[config.mk]
export PLATFORM = sky130hd
export DESIGN_NAME = bscan_cmd_bridge
export DESIGN_NICKNAME = d
export VERILOG_FILES = /design/src/rtl/bscan_pkg.sv /design/src/rtl/bscan_cmd_bridge.sv
export SDC_FILE = /design/constraint.sdc
export NUM_CORES = 1
export LEC_CHECK = 0
export BUFFER_PORTS_ARGS = -buffer_cell sky130_fd_sc_hd__buf_4
export CORE_MARGIN = 2
export CORE_UTILIZATION = 39
export CTS_CLUSTER_SIZE = 20
export DETAILED_ROUTE_END_ITERATION = 10
export GPL_ROUTABILITY_DRIVEN = 0
export PLACE_DENSITY = 0.69
export RECOVER_POWER = 25
export SLEW_MARGIN = 40
export SYNTH_ARGS = -nofsm -noshare
export SYNTH_HDL_FRONTEND = slang
export SYNTH_SLANG_ARGS = --single-unit
[constraint.sdc]
create_clock -name CLK -period 2 [get_ports CLK]
set_clock_uncertainty 0.15 [all_clocks]
set_input_delay 0.6 -clock CLK [delete_from_list [all_inputs] [get_ports CLK]]
set_output_delay 0.6 -clock CLK [all_outputs]
set_load 0.02 [all_outputs]
[src/rtl/bscan_pkg.sv]
// Shared definitions for the BSCAN command bridge.
// Contents:
//   opcode_e      - command opcode carried in word bits [31:30]
//   state_e       - bridge FSM states
//   WRITE_ACK_TAG - tag byte placed at the top of a write acknowledge
//   ERR_TAG       - tag halfword placed at the top of a timeout error response
//   write_ack_word / err_word - response word builders
package bscan_pkg;

  typedef enum logic [1:0] {
    OP_NOP   = 2'b00,
    OP_WRITE = 2'b01,
    OP_READ  = 2'b10,
    OP_ID    = 2'b11
  } opcode_e;

  typedef enum logic [2:0] {
    ST_IDLE,
    ST_WDATA,
    ST_REQ,
    ST_WAIT,
    ST_SEND
  } state_e;

  localparam logic [7:0]  WRITE_ACK_TAG = 8'hA5;
  localparam logic [15:0] ERR_TAG       = 16'hDEAD;

  function automatic logic [31:0] write_ack_word(input logic [15:0] addr);
    return {WRITE_ACK_TAG, 8'h00, addr};
  endfunction

  function automatic logic [31:0] err_word(input logic [15:0] addr);
    return {ERR_TAG, addr};
  endfunction

endpackage

[src/rtl/bscan_cmd_bridge.sv]
// Command bridge between the JTAG BSCAN transport and the register bus.
// Decodes 32-bit command words (NOP / WRITE / READ / ID), runs each one as a
// single outstanding request/response on the register bus, and returns one
// response word per command.
// Ports:
//   CLK, nRST            - clock, synchronous active-low reset
//   cmd_enq__ENA/_v/RDY  - command words from the BSCAN capture stage
//   rsp_enq__ENA/_v/RDY  - response words back to the BSCAN shift-out stage
//   bus_req/_write/_addr/_wdata, bus_req_rdy - register bus request channel
//   bus_rsp, bus_rdata   - register bus response (single-cycle pulse)
// All outputs are registered.
module bscan_cmd_bridge
  import bscan_pkg::*;
#(
  parameter int          width     = 32,
  parameter int          addrWidth = 16,
  parameter int          timeout   = 255,
  parameter logic [31:0] bridgeId  = 32'h4A54_0001
) (
  input  logic                 CLK,
  input  logic                 nRST,
  input  logic                 cmd_enq__ENA,
  input  logic [width-1:0]     cmd_enq_v,
  output logic                 cmd_enq__RDY,
  output logic                 rsp_enq__ENA,
  output logic [width-1:0]     rsp_enq_v,
  input  logic                 rsp_enq__RDY,
  output logic                 bus_req,
  output logic                 bus_write,
  output logic [addrWidth-1:0] bus_addr,
  output logic [width-1:0]     bus_wdata,
  input  logic                 bus_req_rdy,
  input  logic                 bus_rsp,
  input  logic [width-1:0]     bus_rdata
);

  localparam logic [7:0] TIMEOUT_CNT = 8'(timeout);

  state_e               state_q, state_d;
  logic [7:0]           cnt_q, cnt_d;
  logic [addrWidth-1:0] addr_q, addr_d;
  logic                 write_q, write_d;
  logic [width-1:0]     wdata_q, wdata_d;
  logic [width-1:0]     rsp_q, rsp_d;
  logic                 cmd_rdy_q, bus_req_q, rsp_ena_q;

  opcode_e     op;
  logic        accept;
  logic [15:0] addr_ext;
  logic        unused_cmd_bits;

  assign op              = opcode_e'(cmd_enq_v[31:30]);
  assign accept          = cmd_enq__ENA & cmd_rdy_q;
  assign unused_cmd_bits = ^cmd_enq_v[29:16];

  // Latched address zero-extended to the 16-bit field used in responses.
  always_comb begin
    addr_ext                = '0;
    addr_ext[addrWidth-1:0] = addr_q;
  end

  always_comb begin
    state_d = state_q;
    cnt_d   = cnt_q;
    addr_d  = addr_q;
    write_d = write_q;
    wdata_d = wdata_q;
    rsp_d   = rsp_q;
    case (state_q)
      ST_IDLE: begin
        if (accept) begin
          case (op)
            OP_ID: begin
              rsp_d   = bridgeId;
              state_d = ST_SEND;
            end
            OP_READ: begin
              addr_d  = cmd_enq_v[addrWidth-1:0];
              write_d = 1'b0;
              wdata_d = '0;
              cnt_d   = '0;
              state_d = ST_REQ;
            end
            OP_WRITE: begin
              addr_d  = cmd_enq_v[addrWidth-1:0];
              write_d = 1'b1;
              state_d = ST_WDATA;
            end
            default: ;
          endcase
        end
      end
      // Any word accepted here is write data, never a command.
      ST_WDATA: begin
        if (accept) begin
          wdata_d = cmd_enq_v;
          cnt_d   = '0;
          state_d = ST_REQ;
        end
      end
      // A handshake wins over a timeout landing in the same cycle.
      ST_REQ: begin
        if (bus_req_rdy) begin
          cnt_d   = '0;
          state_d = ST_WAIT;
        end else if (cnt_q == TIMEOUT_CNT) begin
          rsp_d   = err_word(addr_ext);
          state_d = ST_SEND;
        end else begin
          cnt_d = cnt_q + 8'd1;
        end
      end
      ST_WAIT: begin
        if (bus_rsp) begin
          rsp_d   = write_q ? write_ack_word(addr_ext) : bus_rdata;
          state_d = ST_SEND;
        end else if (cnt_q == TIMEOUT_CNT) begin
          rsp_d   = err_word(addr_ext);
          state_d = ST_SEND;
        end else begin
          cnt_d = cnt_q + 8'd1;
        end
      end
      // Response word is cleared on hand-off so rsp_enq_v reads 0 when idle.
      ST_SEND: begin
        if (rsp_enq__RDY) begin
          rsp_d   = '0;
          state_d = ST_IDLE;
        end
      end
      default: state_d = ST_IDLE;
    endcase
  end

  // Handshake outputs are registered from the next state so they line up
  // with the state they describe.
  always_ff @(posedge CLK) begin
    if (!nRST) begin
      state_q   <= ST_IDLE;
      cnt_q     <= '0;
      addr_q    <= '0;
      write_q   <= 1'b0;
      wdata_q   <= '0;
      rsp_q     <= '0;
      cmd_rdy_q <= 1'b0;
      bus_req_q <= 1'b0;
      rsp_ena_q <= 1'b0;
    end else begin
      state_q   <= state_d;
      cnt_q     <= cnt_d;
      addr_q    <= addr_d;
      write_q   <= write_d;
      wdata_q   <= wdata_d;
      rsp_q     <= rsp_d;
      cmd_rdy_q <= (state_d == ST_IDLE) || (state_d == ST_WDATA);
      bus_req_q <= (state_d == ST_REQ);
      rsp_ena_q <= (state_d == ST_SEND);
    end
  end

  assign cmd_enq__RDY = cmd_rdy_q;
  assign rsp_enq__ENA = rsp_ena_q;
  assign rsp_enq_v    = rsp_q;
  assign bus_req      = bus_req_q;
  assign bus_write    = write_q;
  assign bus_addr     = addr_q;
  assign bus_wdata    = wdata_q;

endmodule

==> key figures, run 1 <==
Die
  – Die Wd: 104 um
  – Core area: 9770 um^2
  – Die area: 10900 um^2
  – Io pins: 154
  – Die Y-Extent: 104 um
  – Rows: 36
  – Starting Density: 40.2%

Logic synthesis
  – Syn Inst Count: 439
  – Multiplexer share of the synthesized area: 0.254%
  – Post-synth top cells: dfxtp_1, nand2_1, nor2_1
  – Synth area leaders: dfxtp_1, a22oi_1, nand2_1, a21oi_1, nor2_1
  – Synth warn: 0
  – Synth cell types: 53
  – Register bit count reported by yosys: 95
  – Mapped Area: 3930 um^2
  – Simple-gate share of the synthesized area: 20.2%
  – Post-synth top area cell: dfxtp_1
  – Top cell type's share of synthesized area: 48.3%
  – Post-synth EDFFs: 0
  – Seq/Total Area, Yosys: 48.3%
  – Area share of fa/ha/maj cells after synthesis: 1.59%
  – Largest family of logic cells by synthesized area: compound AO/OA/AOI/OAI gates
  – Most frequent cell after synthesis: dfxtp_1
  – Syn Nets: 514
  – Synthesized area per cell: 8.96 um^2
  – Xor and xnor area share after synthesis: 0%
  – Synth Area in Compound Gates: 24.8%
  – Post-synthesis async set-or-reset flop share: 0%
  – Ys flop type: dfxtp_1

Detailed routing
  – DR vias/cell: 5.32
  – Routed len/inst: 15.8 um
  – Via count: 3962
  – Final wirelength: 11800 um
  – DR pass1 iterations: 5
  – # DRC: 0
  – DRT antenna net count: 0
  – DRT iter0 DRCs: 229

Critical path
  – Crit path DAT: 2.00 ns
  – Crit end category: register
  – Critical setup path kind: register to register
  – R2r worst-path depth: 7
  – Crit path max fanout: 17
  – Req. time, crit path: 2.10 ns
  – Startpoint Class: register

CTS
  – H-tree levels: 3
  – Clock Latency Late Sink: 0.36 ns
  – Hold Buf Count CTS: 0
  – Cell at the root of the clock tree: clkbuf_8
  – CTS tree: done
  – Number of buffers created by CTS: 9
  – Clock-pin slew on the worst setup and hold paths: 0.09 ns
  – Clock Tree Buf Depth: 2
  – CTS sink cnt: 95

Final layout
  – Layout area overhead: 42.1%
  – Total Nets Final: 682
  – Ant. Diodes: 0
  – Final core occ: 57.2%
  – Layout cells sized above 1: 30.7%

Run status
  – Status: finished clean

Timing
  – Worst Hold Slack: 0.292 ns
  – Final period util: 94.8%
  – Relative slew slack: 74.7%
  – Final-report hold violation count: 0
  – Slew Limit Fails: 0
  – RSZ-0062 raised after global routing: no
  – Slew @ Worst Pin: 0.380 ns
  – Fin crit period: 1.90 ns
  – Final setup TNS: 0 ns
  – Fmax: 527 MHz
  – Final setup fails: 0

GRT
  – Antenna violations before repair: 0
  – GRT Util Overall: 21.6%
  – Vias in the first global route: 3906
  – Overflow left after global routing: 0
  – Largest net degree at the start of global routing: 66
  – Global-route wire length before repair: 19300 um

Power
  – Clock Power Share: 38.0%
  – Sequential power share: 47.9%
  – Psw: 1.03 mW
  – PwrDens: 735 nW/um^2
  – P_leak: 2.35 nW
  – Switching Share: 25.0%
  – Logic gate share of total power: 14.1%
  – Pint: 3.08 mW
  – Peak supply drop: 0.376 mV

Run
  – Max cap viols: 0

Placement
  – Hpwl dp: 8720 um
  – IO buf count: 153

Min path
  – Hold WC Path Type: primary input to register
  – Hold depth: 3
## sequential cells by signal, indices dropped and copies added (netlist names), 3 cells and up
| name | flops |
|---|---|
| bus_addr | 16 |
| state_q | 3 |
| cnt_q | 8 |
| bus_wdata | 32 |
| rsp_enq_v | 32 |
## worst paths after layout
path | startpoint | endpoint | slack, ns
worst min register to register | rsp_enq_v[29] | rsp_enq_v[29] | 0.32
worst min-delay path | bus_rdata[25] | rsp_enq_v[25] | 0.29
worst max-delay path | state_q[0] | rsp_enq_v[20] | 0.10
worst max register to register | state_q[0] | rsp_enq_v[20] | 0.10
## critical path, stage by stage (launching register included)
cell and delay (ns):
dfxtp_1 0.35, nor2_2 0.25, a32o_2 0.33, o22ai_4 0.11, buf_12 0.15, buf_4 0.15
a221oi_1 0.23, nor2_1 0.06
## cells by family (layout without fill, tap and decap cells)
kind of cell,after synthesis,count (layout)
AO/OA/AOI/OAI,139,139
buffers and inverters,37,210
adder cells (fa/ha/maj),5,5
multiplexers,1,1
AND/OR/NAND/NOR,162,162
flip-flops,95,95
## stage by stage
step                area [um^2]  worst slack, ns  cells  power (mW)
detailed placement         5460           -0.121    727        2.60
finish                     5590            0.104    745        4.11
floorplan                  3980          -0.0599    439        2.29
CTS                        5730         -0.00783    744        4.15
global placement           5460          -0.0543    727        2.59
global route               5590          0.00886    745        4.27
## cell usage in the layout, fill, tap and decap left out, types with 4 or more instances in the layout
cell type and n:
a211oi_1 6, a21o_1 6, a21oi_1 37, a221o_1 16
a22oi_1 34, a31oi_1 6, and3_1 14, and3_4 7
buf_12 7, buf_4 137, clkbuf_1 44, clkbuf_8 10
dfxtp_1 93, ha_1 5, inv_1 4, nand2_1 56
nand3_1 7, nor2_1 48, o21ai_0 14
## cell type report
cell class | instances | area, um^2
Clock buffer | 10 | 138
Clock inverter | 6 | 115
Fill cell | 923 | 4190
Inverter | 5 | 18.8
Multi-Input combinational cell | 307 | 1900
Sequential cell | 95 | 1900
Tap cell | 133 | 166
Timing Repair Buffer | 189 | 1350
## what timing repair did
item,CTS,global route
buffers inserted,1,1
resized for setup,0,7
gates cloned,0,0
setup endpoints to repair,17,31
pin swaps,1,1
## power groups by stage
stage               Sequential [mW]  Combinational [mW]  Clock (mW)
floorplan                      2.05               0.243           0
global placement               2.01               0.580           0
detailed placement             2.01               0.589           0
CTS                            1.97               0.590        1.59
global route                   1.98               0.628        1.67
finish                         1.97               0.579        1.56
## per-layer routing
layer	vias to the layer above	GRT usage [%]	part of all wire [%]
met5	-	0	0
met1	1864	28.1	45
met3	16	4.82	6.2
met2	148	35.0	47
met4	0	7.82	1.9
li1	1934	-	-
No activity file was read; power rests on OpenSTA's default activity.
==> run 2, diff against run 1 <==
BUFFER_PORTS_ARGS = -buffer_cell sky130_fd_sc_hd__buf_2   (was -buffer_cell sky130_fd_sc_hd__buf_4)
==> key figures, run 2 (same netlist as run 1, synthesis figures left out) <==
GRT
  – Largest net degree at the start of global routing: 66
  – Met3 Use GR: 4.07%
  – Routing usage on met1: 27.8%
  – Overflow left after global routing: 0
  – Global-route wire length before repair: 18900 um
  – Vias in the first global route: 3821
  – Antenna violations before repair: 0
  – GR peak layer: met2
  – GRT Util Overall: 21.3%
  – Met2 Usage GRT: 34.5%

Timing
  – Slew Limit Fails: 0
  – Slew @ Worst Pin: 0.563 ns
  – Relative slew slack: 62.5%
  – RSZ-0062 raised after global routing: yes
  – Worst Hold Slack: 0.267 ns
  – Fin crit period: 1.93 ns
  – Worst Setup Slack, final: 0.0662 ns
  – Final-report hold violation count: 0
  – Final period util: 96.7%
  – Final setup fails: 0
  – Fmax: 517 MHz

Die
  – Die Y-Extent: 104 um
  – Die area: 10900 um^2
  – Rows: 36
  – Die Wd: 104 um
  – Io pins: 154
  – Core area: 9770 um^2
  – Starting Density: 40.2%

Run status
  – Status: finished clean

Final layout
  – Final Cell Area: 5290 um^2
  – Commonest non-fill, non-tap cell in the layout: buf_2
  – Ant. Diodes: 0
  – Layout cells sized above 1: 31.3%
  – Total Nets Final: 684
  – Most frequent cells in the layout: buf_2, dfxtp_1, nand2_1
  – Finished Layout Cells: 747
  – Layout area overhead: 34.5%

Detailed routing
  – DR pass1 iterations: 5
  – Via count: 3944
  – DRT antenna net count: 0
  – Routed len/inst: 15.7 um
  – DRT iter0 DRCs: 256
  – DR vias/cell: 5.28
  – Final wirelength: 11700 um
  – # DRC: 0

Placement
  – DP Worst Slack: -0.126 ns
  – IO buf count: 153
  – Cells after DPL: 730
  – Hpwl dp: 8630 um
  – Placement Cell Area: 5090 um^2

Critical path
  – Crit path DAT: 2.05 ns
  – Startpoint Class: register
  – Worst path slowest cell: dfxtp_1
  – Critical setup path kind: register to register
  – Req. time, crit path: 2.11 ns
  – Worst path max stage delay: 0.35 ns
  – Crit end category: register
  – CP Cell Sequence: nor2_2, a32o_2, o22ai_4, buf_12, buf_4, a221oi_1, nor2_1
  – Crit path max fanout: 17

Min path
  – Hold WC Path Type: primary input to register

CTS
  – Clock Latency Late Sink: 0.37 ns
  – Number of buffers created by CTS: 9
  – CTS sink cnt: 95
  – Cell at the root of the clock tree: clkbuf_8
  – Clock-pin slew on the worst setup and hold paths: 0.10 ns
  – CTS tree: done
  – Clock Tree Buf Depth: 2
  – Hold Buf Count CTS: 0
  – H-tree levels: 3

Power
  – PwrDens: 728 nW/um^2
  – Peak supply drop: 0.401 mV
  – P_leak: 2.28 nW

Run
  – Max cap viols: 0
run 2: routing by layer:
layer	part of all wire, %	up-vias
met2	48	147
met4	1.8	0
met5	0	-
met3	5.5	17
li1	-	1940
met1	45	1840
run 2: layout make-up:
| type | instances | area [um^2] |
|---|---|---|
| multi-input combinational | 307 | 1900 |
| fill | 948 | 4480 |
| clock inverter | 6 | 73.8 |
| sequential | 95 | 1910 |
| clock buffer | 10 | 138 |
| tap | 133 | 166 |
| inverter | 5 | 18.8 |
| timing repair buffer | 191 | 1090 |
run 2: worst paths after layout:
path,slack [ns],depth (start not counted),to,startpoint
worst max-delay path,0.07,7,rsp_enq_v[22],state_q[0]
worst min-delay path,0.27,3,rsp_enq_v[25],bus_rdata[25]
worst max register to register,0.07,7,rsp_enq_v[22],state_q[0]
worst min register to register,0.32,2,rsp_enq_v[29],rsp_enq_v[29]
run 2: critical path: cells and delay by family, from the launching register on:
kind                   cells  cell delay [ns]
buffers and inverters      2             0.31
DFF                        1             0.35
AOI/OAI and AO/OA          3             0.68
and+or+nand+nor            2             0.34
run 2: stage by stage:
step / util, % / power (mW) / setup TNS, ns
2_1_floorplan: - / 2.29 / -0.703
3_3_place_gp: 52.1 / 2.53 / -2.45
3_5_place_dp: 52.1 / 2.54 / -3.73
4_1_cts: 54.5 / 3.88 / 0
5_1_grt: 54.1 / 4.01 / -0.0641
6_report: 54.1 / 3.85 / 0
run 2: repair_timing:
item,in CTS,in global routing
buffers inserted,1,0
gates resized for setup,1,7
pin swaps,1,1
endpoints found under the setup margin,16,30
run 2: report_power, final:
group / total (mW) / internal [mW] / switching, mW
Clock: 1.35 / 0.630 / 0.724
Sequential: 1.97 / 1.93 / 0.0349
Combinational: 0.531 / 0.221 / 0.310
Total: 3.85 / 2.78 / 1.07
==> run 3, diff against run 2 <==
==> constraint.sdc (replaced) <==
create_clock -name CLK -period 2 [get_ports CLK]
set_clock_uncertainty 0.15 [all_clocks]
set_input_delay 0.1 -clock CLK [delete_from_list [all_inputs] [get_ports CLK]]
set_output_delay 0.1 -clock CLK [all_outputs]
set_load 0.02 [all_outputs]
==> key figures, run 3 (same netlist as run 1, synthesis figures left out) <==
Power
  – PwrDens: 689 nW/um^2
  – Clock Power Share: 35.1%
  – Pint: 2.82 mW
  – Logic gate share of total power: 14.7%
  – Sequential power share: 50.2%
  – Power, Total: 3.92 mW
  – Peak supply drop: 0.367 mV
  – P_leak: 2.46 nW
  – Switching Share: 28.1%
  – Psw: 1.10 mW

CTS
  – Clock Tree Buf Depth: 2
  – Clock-pin slew on the worst setup and hold paths: 0.10 ns
  – H-tree levels: 3
  – Clock Latency Late Sink: 0.38 ns
  – Number of buffers created by CTS: 9
  – Cell at the root of the clock tree: clkbuf_8
  – CTS tree: done
  – CTS sink cnt: 95

GRT
  – Antenna violations before repair: 0
  – Largest net degree at the start of global routing: 66
  – GRT Util Overall: 22.5%
  – Vias in the first global route: 4015
  – Overflow left after global routing: 0
  – Global-route wire length before repair: 19900 um

Detailed routing
  – DRT iter0 DRCs: 261
  – DRT antenna net count: 0
  – DR pass1 iterations: 5
  – DR vias/cell: 5.32
  – Via count: 4228
  – # DRC: 0
  – Routed len/inst: 15.9 um
  – Final wirelength: 12600 um

Timing
  – Final setup TNS: 0 ns
  – Fmax: 534 MHz
  – Fin crit period: 1.87 ns
  – Final-report hold violation count: 0
  – Slew @ Worst Pin: 0.499 ns
  – Worst Hold Slack: 0.0335 ns
  – Final setup fails: 0
  – RSZ-0062 raised after global routing: no
  – Slew Limit Fails: 0
  – Relative slew slack: 66.8%
  – Final period util: 93.7%

Final layout
  – Commonest non-fill, non-tap cell in the layout: buf_2
  – Final core occ: 58.3%
  – # fillers: 859
  – Layout cells sized above 1: 25.7%
  – Most frequent cells in the layout: buf_2, dfxtp_1, dlygate4sd3_1
  – Layout area overhead: 44.8%
  – Total Nets Final: 732
  – Ant. Diodes: 0

Critical path
  – Crit path max fanout: 21
  – Critical setup path kind: register to register
  – Crit end category: register
  – Req. time, crit path: 2.12 ns
  – Crit path DAT: 2.00 ns
  – Startpoint Class: register

Die
  – Die Wd: 104 um
  – Die area: 10900 um^2
  – Rows: 36
  – Io pins: 154
  – Die Y-Extent: 104 um
  – Core area: 9770 um^2
  – Starting Density: 40.2%

Run status
  – Status: finished clean

Min path
  – Hold WC Path Type: primary input to register

Placement
  – Hpwl dp: 8270 um
  – IO buf count: 153

Run
  – Max cap viols: 0
run 3: cell count changes in the layout (fill, tap and decap cells not counted), sizes merged:
cell,delta
dlygate4sd3,+63
buf,-17
clkbuf,+2
clkinv,+1
clkinvlp,-1
run 3: repair_timing:
item,CTS,global route
hold endpoints to repair,79,0
buffers inserted,0,2
hold buffers,63,0
setup endpoints to repair,16,26
resized for setup,1,10
pin swaps,0,3
run 3: worst max-delay path, stage by stage (launching register included):
cell     delay, ns
dfxtp_1       0.37
ha_1          0.18
nand4_1       0.18
nor2_4        0.20
o22ai_4       0.18
and3_1        0.24
a221o_1       0.27
run 3: final cells by class:
class	instances	area [um^2]	area share, %
clock inverters	6	75.1	1.32
flip-flops and latches	95	1910	33.5
repair buffers	239	1530	26.8
well taps	133	166	2.92
inverters	5	18.8	0.329
multi-input cells	307	1870	32.8
clock buffers	10	138	2.42
run 3: worst paths after layout:
check	end	depth (start not counted)	slack (ns)	from
worst min-delay path	cnt_q[2]	3	0.03	nRST
worst min register to register	rsp_enq_v[24]	2	0.33	rsp_enq_v[24]
worst max register to register	rsp_enq_v[13]	6	0.13	cnt_q[1]
worst max-delay path	rsp_enq_v[13]	6	0.13	cnt_q[1]
run 3: metal layers:
| metal | vias up | routed length, um | track usage [%] |
|---|---|---|---|
| met5 | - | 0 | 0 |
| met4 | 0 | 381 | 10.6 |
| met3 | 33 | 784 | 4.89 |
| met2 | 162 | 6020 | 36.7 |
| met1 | 1998 | 5460 | 28.2 |
| li1 | 2035 | - | - |
run 3: stage by stage:
step	std cells	cell area [um^2]	worst slack, ns
final	795	5700	0.126
after global routing	795	5700	0.0195
after CTS	793	5710	0.0176
after detailed placement	714	4860	-0.114
after global placement	714	4860	-0.0165
after floorplan	439	3930	0.0177
run 3: power groups by stage:
stage               Sequential (mW)  Clock (mW)  Combinational [mW]
floorplan                      2.05           0               0.237
global placement               2.01           0               0.464
detailed placement             2.01           0               0.470
CTS                            1.97        1.39               0.568
global route                   1.97        1.47               0.626
finish                         1.97        1.38               0.575
